## src/rtl/isr_priority_resolver.sv

```systemverilog
// 8259 priority resolver and in-service register: rotating-priority arbitration,
// two-pulse INTA acknowledge with vector generation, and EOI/AEOI handling.
module isr_priority_resolver (
    input  logic       clk,
    input  logic       reset,
    input  logic [7:0] IRR_Output,
    input  logic [7:0] IMR,
    input  logic       inta_pulse,
    input  logic       eoi_nonspecific,
    input  logic       eoi_specific,
    input  logic [2:0] eoi_level,
    input  logic       auto_eoi,
    input  logic       rotate_on_eoi,
    input  logic [4:0] vector_base,
    output logic       INT,
    output logic [7:0] clear_IRR,
    output logic [7:0] ISR,
    output logic [7:0] vector_out,
    output logic       vector_valid
);

    typedef enum logic {IDLE = 1'b0, WAIT2 = 1'b1} state_t;

    state_t     state_q, state_d;
    logic [2:0] lowest_prio_q, lowest_prio_d;
    logic [2:0] level_q, level_d;
    logic       spurious_q, spurious_d;
    logic [7:0] isr_q, isr_d;
    logic       int_q, int_d;
    logic [7:0] clear_irr_q, clear_irr_d;
    logic [7:0] vector_q, vector_d;
    logic       vector_valid_q, vector_valid_d;

    logic [7:0] cand;
    logic       win_valid, isr_valid, outranks;
    logic [2:0] win_lvl, isr_lvl;
    logic [7:0] isr_set, isr_clr;

    // Rotate the request word so the highest-priority level sits at bit 0, then
    // take the lowest set bit; returns {valid, level}.
    function automatic logic [3:0] highest(input logic [7:0] req, input logic [2:0] lp);
        logic [7:0] rot;
        logic [3:0] res;
        rot = 8'({req, req} >> (4'(lp) + 4'd1));
        res = '0;
        for (int unsigned i = 8; i > 0; i--) begin
            if (rot[i-1]) res = {1'b1, lp + 3'(i)};
        end
        return res;
    endfunction

    function automatic logic [2:0] rank_of(input logic [2:0] lvl, input logic [2:0] lp);
        return lvl - lp - 3'd1;
    endfunction

    always_comb begin
        cand                 = IRR_Output & ~IMR;
        {win_valid, win_lvl} = highest(cand, lowest_prio_q);
        {isr_valid, isr_lvl} = highest(isr_q, lowest_prio_q);
        outranks = win_valid &&
                   (!isr_valid || (rank_of(win_lvl, lowest_prio_q) < rank_of(isr_lvl, lowest_prio_q)));
    end

    always_comb begin
        state_d        = state_q;
        lowest_prio_d  = lowest_prio_q;
        level_d        = level_q;
        spurious_d     = spurious_q;
        vector_d       = vector_q;
        vector_valid_d = 1'b0;
        clear_irr_d    = '0;
        isr_set        = '0;
        isr_clr        = '0;

        case (state_q)
            IDLE: begin
                if (inta_pulse) begin
                    state_d = WAIT2;
                    if (int_q && win_valid) begin
                        level_d          = win_lvl;
                        spurious_d       = 1'b0;
                        isr_set[win_lvl] = 1'b1;
                        clear_irr_d      = isr_set;
                    end else begin
                        level_d    = 3'd7;
                        spurious_d = 1'b1;
                    end
                end
            end
            WAIT2: begin
                if (inta_pulse) begin
                    state_d        = IDLE;
                    vector_d       = {vector_base, level_q};
                    vector_valid_d = 1'b1;
                    if (auto_eoi && !spurious_q) begin
                        isr_clr[level_q] = 1'b1;
                        if (rotate_on_eoi) lowest_prio_d = level_q;
                    end
                end
            end
            default: state_d = IDLE;
        endcase

        // EOI targets come from the pre-edge ISR; a set in the same cycle survives.
        if (eoi_specific) begin
            isr_clr[eoi_level] = 1'b1;
        end else if (eoi_nonspecific && isr_valid) begin
            isr_clr[isr_lvl] = 1'b1;
            if (rotate_on_eoi) lowest_prio_d = isr_lvl;
        end

        isr_d = (isr_q & ~isr_clr) | isr_set;
        int_d = (state_d == IDLE) && outranks;
    end

    always_ff @(posedge clk) begin
        if (reset) begin
            state_q        <= IDLE;
            lowest_prio_q  <= 3'd7;
            level_q        <= '0;
            spurious_q     <= 1'b0;
            isr_q          <= '0;
            int_q          <= 1'b0;
            clear_irr_q    <= '0;
            vector_q       <= '0;
            vector_valid_q <= 1'b0;
        end else begin
            state_q        <= state_d;
            lowest_prio_q  <= lowest_prio_d;
            level_q        <= level_d;
            spurious_q     <= spurious_d;
            isr_q          <= isr_d;
            int_q          <= int_d;
            clear_irr_q    <= clear_irr_d;
            vector_q       <= vector_d;
            vector_valid_q <= vector_valid_d;
        end
    end

    assign INT          = int_q;
    assign clear_IRR    = clear_irr_q;
    assign ISR          = isr_q;
    assign vector_out   = vector_q;
    assign vector_valid = vector_valid_q;

endmodule

```

## config.mk

```make
export PLATFORM = sky130hd
export DESIGN_NAME = isr_priority_resolver
export DESIGN_NICKNAME = d
export VERILOG_FILES = /design/src/rtl/isr_priority_resolver.sv
export SDC_FILE = /design/constraint.sdc
export NUM_CORES = 1
export LEC_CHECK = 0
export CAP_MARGIN = 20
export CELL_PAD_IN_SITES_DETAIL_PLACEMENT = 1
export CELL_PAD_IN_SITES_GLOBAL_PLACEMENT = 1
export CORE_ASPECT_RATIO = 0.7
export CORE_MARGIN = 10
export CORE_UTILIZATION = 46
export CTS_CLUSTER_DIAMETER = 50
export DETAILED_ROUTE_END_ITERATION = 16
export PLACE_DENSITY = 0.87
export SYNTH_ARGS = -nofsm -noshare
export SYNTH_HDL_FRONTEND = slang
export SYNTH_SLANG_ARGS = --single-unit
```

## constraint.sdc

```tcl
create_clock -name clk -period 9.6 [get_ports clk]
set_clock_uncertainty 0.2 [all_clocks]
set_input_delay 2.88 -clock clk [delete_from_list [all_inputs] [get_ports clk]]
set_output_delay 2.88 -clock clk [all_outputs]
set_load 0.005 [all_outputs]
```

# Yosys cells after proc, flatten, opt, wreduce, memory -nomap -nowiden
# Cells that the tools add are included.
# W data, S select, Z words.
# totals
ff_bits,34
latchBits,0
ram_bits,0
romBits,0
inputBits,31
out_inout_bits,26
wordCells,100
mem_count,0
# op_classes
n_addsub,12
multipliers,0
div,0
n_lt_le_gt_ge,9
n_eq_ne,0
shifts,2
muxes,44
bitwise,9
n_reduce_logical,15
# ops
op,n
$mux W4,16
$mux W8,8
$shr A16 B4 Y8,2
$mux W3,8
$or A8 B8 Y8,3
$and A8 B8 Y8,2
$lt A3 B4 Y1 const B,4
$not A8 Y8,2
$add A3 B3 Y3 const B,4
$demux W1 S3,4
$ge A3 B1 Y1 const B,4
$logic_and A1 B1 Y1,9
$mux W1,7
$add A3 B2 Y3 const B,2
$sub A3 B1 Y3 const B,2
$sub A3 B3 Y3,2
$add A3 B1 Y4 const B,1
$reduce_and A2 Y1,2
$add A3 B1 Y3 const B,1
$lt A3 B3 Y1,1
$logic_not A1 Y1,2
$not A1 Y1,2
$pmux W1 S2,1
$reduce_or A2 Y1,1
$logic_or A1 B1 Y1,1

# Logic depth before layout (Yosys ltp)
# depth
ltp_word,20
mapped_depth,18
depth_no_buf,15

# Least setup slack after synthesis
# Ideal clock, no wire load.
# synth_timing
kind,input -> register
from,input port IMR[1]
to,"register int_q, in the netlist INT"
t_arrival_ns,6.053
required_time_ns,9.339
slack_ns,3.286
stages,15
path_buffers,0
cell_sequence,or3b_1 > and2_1 > mux4_2 > nand3_1 > a211o_1 > o221a_2 > inv_2 > ha_1 > fa_1 > xnor2_1 > xnor2_1 > ha_1 > nor2b_1 > o21ai_0 > and4_1
# synth_via
elab_chain_len,17
# synth_rtl
item,line_no,source
from (decl),7,"input logic [7:0] IMR,"
$not A8 Y8 (*),57,cand = IRR_Output & ~IMR;
$and A8 B8 Y8 (*),57,
$shr A16 B4 Y8 (*),44,"rot = 8'({req, req} >> (4'(lp) + 4'd1));"
$mux W4 (7 in a row),47,"if (rot[i-1]) res = {1'b1, lp + 3'(i)};"
$mux W4 (*),47,
$sub A3 B3 Y3,53,return lvl - lp - 3'd1;
$sub A3 B1 Y3,53,
$lt A3 B3 Y1,61,"(!isr_valid || (rank_of(win_lvl, lowest_prio_q) < rank_of(isr_lvl, lowest_prio_q)));"
$logic_or A1 B1 Y1,61,
$logic_and A1 B1 Y1 (*),60,outranks = win_valid &&
$logic_and A1 B1 Y1 (*),113,int_d = (state_d == IDLE) && outranks;
to (signal assigned),133,int_q <= int_d;
to (decl),29,"logic int_q, int_d;"
# Mark *: on every way between the ends. The rest lies on a longest branch, timed or not.
# A chain may end at the register's enable or synchronous reset.

# Worst setup path in the final report
# layout_timing
from,input port IRR_Output[6]
to,"register int_q, in the netlist INT"
# layout_via
elab_chain_len,16
# layout_rtl
item,line_no,source
from (decl),6,"input logic [7:0] IRR_Output,"
$and A8 B8 Y8 (*),57,
$shr A16 B4 Y8 (*),44,
$mux W4 (7 in a row),47,
$mux W4 (*),47,
$sub A3 B3 Y3,53,
$sub A3 B1 Y3,53,
$lt A3 B3 Y1,61,
$logic_or A1 B1 Y1,61,
$logic_and A1 B1 Y1 (*),60,
$logic_and A1 B1 Y1 (*),113,
# Marks and branches as above.

==> results_dict.tcl <==
set metrics [dict create \
    r2r_end "INT" \
    rows 27 \
    grtUsageTotal 0.2265 \
    crit_fanout 8 \
    power_density_nw_per_um2 116.3 \
    synth_common_cells "nand2_1, nor2_1, dfxtp_1" \
    r2r_slack_ns 4.40 \
    cts_buffer_depth 2 \
    syn-cell-area_um2 3889 \
    stdcell_area_um2 4622 \
    arrival_ns 7.02 \
    post_cts_buffers 0 \
    start_util 0.4837 \
    fin_cells 569 \
    wl_per_cell_um 25.66 \
    wl_um 14600 \
    multi_input_area_um2 3005 \
    clkSlewWorstSetupHoldPaths_ns 0.06 \
    grt_max_degree 50 \
    drc 0 \
    fin_crit_sh 0.7294 \
    grt_use_met2 0.3511 \
    placed_cell_area_um2 4471 \
    root_buffer "clkbuf_16" \
    drt-pass1-iter-count 5 \
    grt_overflow 0 \
    clock.fmax_ghz 0.1428 \
    synthFlopType "dfxtp_1" \
    drtIter0Drc 408 \
    path_class "input port to register" \
    drv_cap 0 \
    fin_hold_ws_ns 0.2965 \
    final-setup-viol-count 0 \
    fp.dieH_um 96.93 \
    outcome "complete, no violations" \
    grt_pass1_vias 4012 \
    cp-end-kind "register" \
    place_congestion 0.9130 \
    met1_usage 0.3025 \
    worst_slew_pin_slew_ns 0.7150 \
    grt_pass1_wl_um 23110 \
    clk_latency_ns 0.28 \
    use_met3 0.06638 \
    grt_antenna_before_repair 1 \
    layout-drive-gt1-share 0.1624 \
    min_period_ns 7.002 \
    top_usage_layer "met2" \
    ys_warn_count 0 \
    final.fill_count 927 \
    layout_setup_ws_ns 2.598 \
    crit_path_start_kind "input port" \
    async_flop_share 0 \
    cts_hold_buf 0 \
    synth-seq-cells 34 \
    drv_slew 0 \
    r2r_cells 16 \
    r2r_start "lowest_prio_q[1]" \
    yosys.area.top_type "dfxtp_1" \
    synth-edff-count 0 \
    fp.coreArea_um2 8040 \
    ctsHtreeMaxLevel 2 \
    die-area_um2 12590 \
    place_hpwl_um 10700 \
    syn2layout_area_growth_pct 18.85 \
    syn-mean-instance-area_um2 9.128 \
    ant_nets 0 \
    irDropWorstVdd_uv 64.43 \
    required_ns 9.62 \
    synthTopCellsByArea "dfxtp_1, mux4_2, mux2i_1" \
    hold_viol_final 0 \
    hold_depth 2 \
    leakage_uw 0.001801 \
    dp.cells 561 \
    io_buffers 56 \
    syn_inst 426 \
    maxSlewHeadroom 0.5228 \
    clkSinkCount 34 \
    min-delay-start "vector_out[2]" \
    syn_nets 467 \
    vias 3996 \
    hold_end "vector_out[2]" \
    hp-class "register to register" \
    ioPinCount 57 \
    yosysMostFrequentCell "nand2_1" \
    seq_area_um2 684.4 \
    yosysUniqueCellTypes 87 \
    cts-resized-gates 0 \
    tns_ns 0 \
    rsz0062_at_grt "false" \
    via_per_inst 7.023 \
    yosysTopAreaCellShare 0.1750 \
    cts_tree "done" \
    yosysSeqAreaShare 0.1750 \
    layout.nets 508 \
    dieWidth_um 129.9 \
    pre_cts_slack_ns 2.413 \
    cts_buffers 5 \
    insertedDiodeCount 0 \
]
worst max path at each step:
stage | startpoint | to
after floorplan | IMR[1] | INT
after CTS | IMR[3] | INT
after global routing | IMR[3] | INT
final | IRR_Output[6] | INT
after detailed placement | IMR[3] | INT
after global placement | IRR_Output[1] | INT
power breakdown:
group	total, uW	internal (uW)	switching (uW)	leakage [uW]
Combinational	215	90.4	124	0.00145
Clock	166	103	63.5	0.0000729
Sequential	157	148	9.12	0.000275
Total	538	341	197	0.00180
cells by family (layout without fill, tap and decap cells):
kind of cell               Yosys count  after routing  synth area share
AOI/OAI and AO/OA                   85             85            0.1799
xor gates and xnor gates             7              7           0.01577
adders and majority gates           10             10           0.03604
buffers and inverters               43             85           0.05212
DFF                                 34             34            0.1750
muxes                               70             70            0.2870
and+or+nand+nor                    177            177            0.2542
registers in the layout, summed over array words and instances, names as in the netlist:
name,cells
INT,1
ISR,8
clear_IRR,8
level_q,3
lowest_prio_q,3
spurious_q,1
state_q,1
vector_out,8
vector_valid,1
routing by layer:
metal  routed length [um]  vias up
li1                     -     1734
met1                 6032     2000
met5                   14        -
met2                 6828      222
met4                  279        2
met3                 1448       38
cell type report:
type | instances | area share
multi-input combinational | 349 | 0.6502
sequential | 34 | 0.1481
timing repair buffer | 60 | 0.1278
clock buffer | 6 | 0.03005
tap | 101 | 0.02734
inverter | 17 | 0.01381
clock inverter | 2 | 0.002707
layout by cell type, fill, tap and decap left out, drive strengths merged, types with 7 or more instances in the layout:
| cell | n |
|---|---|
| clkdlybuf4s50 | 56 |
| nand2 | 38 |
| nor2 | 35 |
| dfxtp | 34 |
| mux2i | 33 |
| mux4 | 30 |
| nand3 | 17 |
| nor2b | 15 |
| inv | 15 |
| o21ai | 14 |
| nor3 | 11 |
| nand2b | 10 |
| nor3b | 10 |
| a21oi | 9 |
| nand4 | 8 |
| ha | 8 |
| mux2 | 7 |
critical path: stages:
cell	delay [ns]
clkdlybuf4s50_1	0.51
nor2b_1	0.37
mux2i_1	0.19
mux4_2	0.55
a21oi_1	0.22
a211o_1	0.15
o221a_2	0.31
inv_2	0.14
ha_1	0.22
fa_1	0.39
xnor2_1	0.15
xnor2_1	0.16
ha_1	0.30
nor2b_1	0.13
o21ai_0	0.15
and4_1	0.21
stage by stage:
| step | utilization | power, uW |
|---|---|---|
| after floorplan | - | 297.9 |
| after global placement | 0.5560 | 351.0 |
| after detailed placement | 0.5560 | 361.1 |
| after CTS | 0.5749 | 529.8 |
| after global routing | 0.5749 | 556.8 |
| final | 0.5749 | 537.8 |
(Power assumes the default switching activity.)
==> variant 1: new RTL, same settings <==
`isr_q` no longer has a reset.
--- a/src/rtl/isr_priority_resolver.sv
+++ b/src/rtl/isr_priority_resolver.sv
@@ -121,3 +121,2 @@
             spurious_q     <= 1'b0;
-            isr_q          <= '0;
             int_q          <= 1'b0;
@@ -131,3 +130,2 @@
             spurious_q     <= spurious_d;
-            isr_q          <= isr_d;
             int_q          <= int_d;
@@ -137,2 +135,6 @@
         end
+    end
+
+    always_ff @(posedge clk) begin
+        isr_q <= isr_d;
     end
Check against the original RTL: differs if reset is asserted again (counterexample within 4 cycles, from zero or initial values and one cycle with reset high); with reset held inactive, the same outputs for 4 cycles.
==> variant 1 against the original RTL <==
  * Synthesized cell count shrank 5.9%
  * Non-clock buffer count down 1
  * Setup slack worse by 140 ps
  * Maximum frequency decreased by 2.0%
  * Via count down 6.6%
  * Highest routed layer is now met4
  * Synthesized area fell by 3.9%
  * Routed wire length shrank 8.4%
  * Cell area is 3.5% lower
  * Sequential cell count is the same
Power is not compared: it rests on default switching activity, and its combinational part moved more than twofold at a synthesized area within 25%.
==> variant 1: results (changes against the original RTL) <==
status completed; largest net degree at the start of global routing 55 (+10%); CP peak stage delay 630 ps (+80 ps); arrival time worst endpoint 7130 ps (+110 ps); max frequency 140.0 MHz (-2.0%); Worst slew margin 32.86% (-19 points); overall routing resource usage 21.46% (-1.2 points); vias in the first global route 3785 (-5.7%); top cells by count, synth 34 x dfxtp_1, 27 x mux2i_1, 24 x nor2_1; via count 3732 (-6.6%); crit path max fanout 10 (+2); Routability Congestion 0.9314 (+2.0%); initial antenna violation count 0 (-1); first-pass GRT wire length 21.15 mm (-8.5%); DR iter-0 viols 385 (-5.6%); main area contributors after synthesis dfxtp_1 18%, mux4_2 14%, mux2i_1 7.2%; reg2reg setup slack 4610 ps (+210 ps); final wirelength 13.38 mm (-8.4%); hold wc startpoint vector_out[3]; delay-heaviest family, CP simple AND/OR/NAND/NOR gates; Mapped Cells 401 (-5.9%); Nets 482 (-5.1%); Place WS 2292 ps (-121.6 ps); Worst Hold Endpoint vector_out[3]; post-synthesis net count 442 (-5.4%); post-synthesis sequential area ratio 18.22% (+0.72 points); ratio of cells with drive above 1 in the final layout 14.03% (-2.2 points); Worst path slowest cell nor4_1; HPWL after detailed placement 10.13 mm (-5.3%); WL/cell 24.64 µm (-4.0%)
==> variant 1: cells by family after synthesis <==
logic type | after synthesis | share of synthesized area [%]
AOI/OAI and AO/OA | 85 | 18.42
xor gates and xnor gates | 7 | 1.641
adders and majority gates | 10 | 3.751
buffers and inverters | 39 | 5.459
DFF | 34 | 18.22
muxes | 65 | 26.22
and+or+nand+nor | 161 | 26.29
==> variant 1: cell type report <==
class	count	area, µm²
sequential	34	683.2
timing repair buffer	59	583.1
multi-input combinational	328	2851
inverter	13	48.80
clock buffer	8	166.4
fill	900	3412
tap	101	126.4
==> variant 1: per-layer routing <==
metal  vias up  GRT usage [%]  share of wire, %
met3        14          4.712               8.4
met5         -              0                 0
li1       1687              -                 -
met2       156          33.87                47
met1      1875          29.77                44
met4         0          3.925              0.91
==> variant 1: worst max path at each step <==
stage                  start  endpoint  slack (ps)  cells after the start
4_1_cts        IRR_Output[6]       INT        2530                     15
5_1_grt               IMR[4]       INT        2100                     15
3_5_place_dp   IRR_Output[6]       INT        2290                     15
3_3_place_gp   IRR_Output[6]       INT        2500                     15
2_1_floorplan  IRR_Output[6]       INT        3450                     15
6_report              IMR[4]       INT        2460                     15
==> variant 1: where the power goes <==
part / internal, mW / switching (mW) / total, mW
Combinational: 0.400 / 0.567 / 0.968
Clock: 0.117 / 0.0591 / 0.176
Sequential: 0.164 / 0.0401 / 0.204
Total: 0.682 / 0.667 / 1.35
==> variant 1: per-stage QoR <==
stage / utilization (%) / cell area (µm²) / hold WS, ps
2_1_floorplan: - / 3736 / 268.8
3_3_place_gp: 54.54 / 4293 / 271.5
3_5_place_dp: 54.54 / 4293 / 290.3
4_1_cts: 56.65 / 4459 / 303.3
5_1_grt: 56.65 / 4459 / 336.7
6_report: 56.65 / 4459 / 300.5
==> variant 2: new RTL, same flow settings <==
Without the edit above. Make the reset (`reset`) asynchronous in one clocked block.
--- a/src/rtl/isr_priority_resolver.sv
+++ b/src/rtl/isr_priority_resolver.sv
@@ -115,3 +115,3 @@
 
-    always_ff @(posedge clk) begin
+    always_ff @(posedge clk or posedge reset) begin
         if (reset) begin
Formal check against the unedited RTL: differs if reset is asserted again (counterexample within 4 cycles, from zero or initial values and one cycle with reset high); with reset held inactive, the same outputs for 4 cycles.
==> variant 2 against the original RTL <==
  * Critical path type unchanged
  * First-iteration DRC count up 4.2%
  * Maximum frequency increased by 0.92%
  * Sequential cell count did not move
  * Synthesized area shrank 3.8%
  * Routed wire length is 5.7% lower
  * Cell area shrank 2.6%
  * Setup slack better by 64 ps
Power is left out: it rests on default switching activity, and per cell area and clock period it moved more than threefold.
==> variant 2: results (changes against the original RTL) <==
PostCTS Resize Cnt 0 (unchanged); Distinct cells, synth 81 (-6.9%); HPWL after detailed placement 10.30 mm (-3.7%); Post-synth ARST share 100.0% (+100 points); post-synthesis sequential area ratio 22.85% (+5.3 points); Worst R2R Path Depth 15 (-1); crit path max fanout 8 (unchanged); first-pass GRT wire length 21.71 mm (-6.0%); final wirelength 13.77 mm (-5.7%); top cells by count, synth 40 x nor2_1, 31 x dfrtp_1, 27 x mux2i_1; vias in the first global route 3698 (-7.8%); initial antenna violation count 0 (-1); vias per inst 6.909 (-1.6%); worst-skew pair later-pin latency 280 ps (about the same); Worst Tran Pin Value 662.1 ps (-52.89 ps); clock transition at the registers of the reported paths 60 ps (about the same); Routability Congestion 0.9488 (+3.9%); Longest Clk Path Bufs 2 (unchanged); post-synthesis net count 422 (-9.6%); largest net degree at the start of global routing 44 (-12%); HP Class register to register; CTS buffer count 5 (unchanged); IO buf count 56 (unchanged); filler cell count 897 (-3.2%); status completed; drt pass-1 iters 5 (unchanged); main area contributors after synthesis dfrtp_1 21%, mux4_2 14%, mux2i_1 7.2%; # diodes 0 (unchanged); arrival time worst endpoint 6930 ps (-90 ps); Post-synth top flop dfrtp_1; DR iter-0 viols 425 (+4.2%); H-tree levels 2 (unchanged); Nets 469 (-7.7%); YS warnings 0 (unchanged); Worst Hold Depth 1 (-1); Root Driver clkbuf_16; Post-CTS Setup Repair Bufs 0 (unchanged); ratio of cells with drive above 1 in the final layout 17.95% (+1.7 points); overall routing resource usage 22.22% (-0.42 points)
[variant 2: through the flow]
step	util [%]	hold slack [ps]	instance area (µm²)	instances	setup WS, ps
finish	56.93	305.1	4501	530	2662
CTS	56.93	304.6	4501	530	2766
global placement	54.75	277.7	4328	522	2654
global route	56.93	337.1	4501	530	2362
detailed placement	54.75	293.4	4328	522	2487
floorplan	-	264.6	3740	381	3435
[variant 2: worst max-delay path, stage by stage]
cell and delay (ps):
clkdlybuf4s50_1 490, nor2b_1 390, mux2i_1 170, mux4_2 560, a221oi_2 290, o21ai_0 120, a211o_1 410, ha_1 260
fa_1 380, xor2_1 160, xnor2_1 140, ha_1 310, a21oi_1 140, a41oi_1 70, nor3_1 170
[variant 2: layout make-up]
type                            instances  area share [%]
Inverter                               12           1.001
Timing Repair Buffer                   60           13.12
Clock inverter                          1          0.6672
Sequential cell                        34           18.99
Clock buffer                            7           3.169
Tap cell                              101           2.808
Multi-Input combinational cell        315           60.24
[variant 2: cell families (layout without fill, tap and decap cells)]
group	count (synthesis)	in the layout	synth area share, %
compound gates	101	101	21.31
xor+xnor	5	5	1.171
fa+ha+maj	10	10	3.747
buf+inv	32	80	4.650
flops	34	34	22.85
mux	69	69	26.97
simple gates	130	130	19.30
[variant 2: worst paths after layout]
kind / from / to / slack (ps)
min in group asynchronous: reset / vector_out[6] / 2860
hold reg to reg: spurious_q / spurious_q / 310
hold / removal: spurious_q / spurious_q / 310
setup / recovery: IRR_Output[2] / INT / 2660
setup reg to reg: lowest_prio_q[2] / INT / 4630
max in group asynchronous: reset / lowest_prio_q[0] / 5980
[variant 2: per-layer routing]
metal / routed length [µm] / up-vias / track usage (%)
met2: 6261 / 184 / 34.30
met1: 5886 / 1871 / 30.21
li1: - / 1583 / -
met4: 145 / 0 / 3.178
met3: 1479 / 24 / 7.539
met5: 0 / - / 0
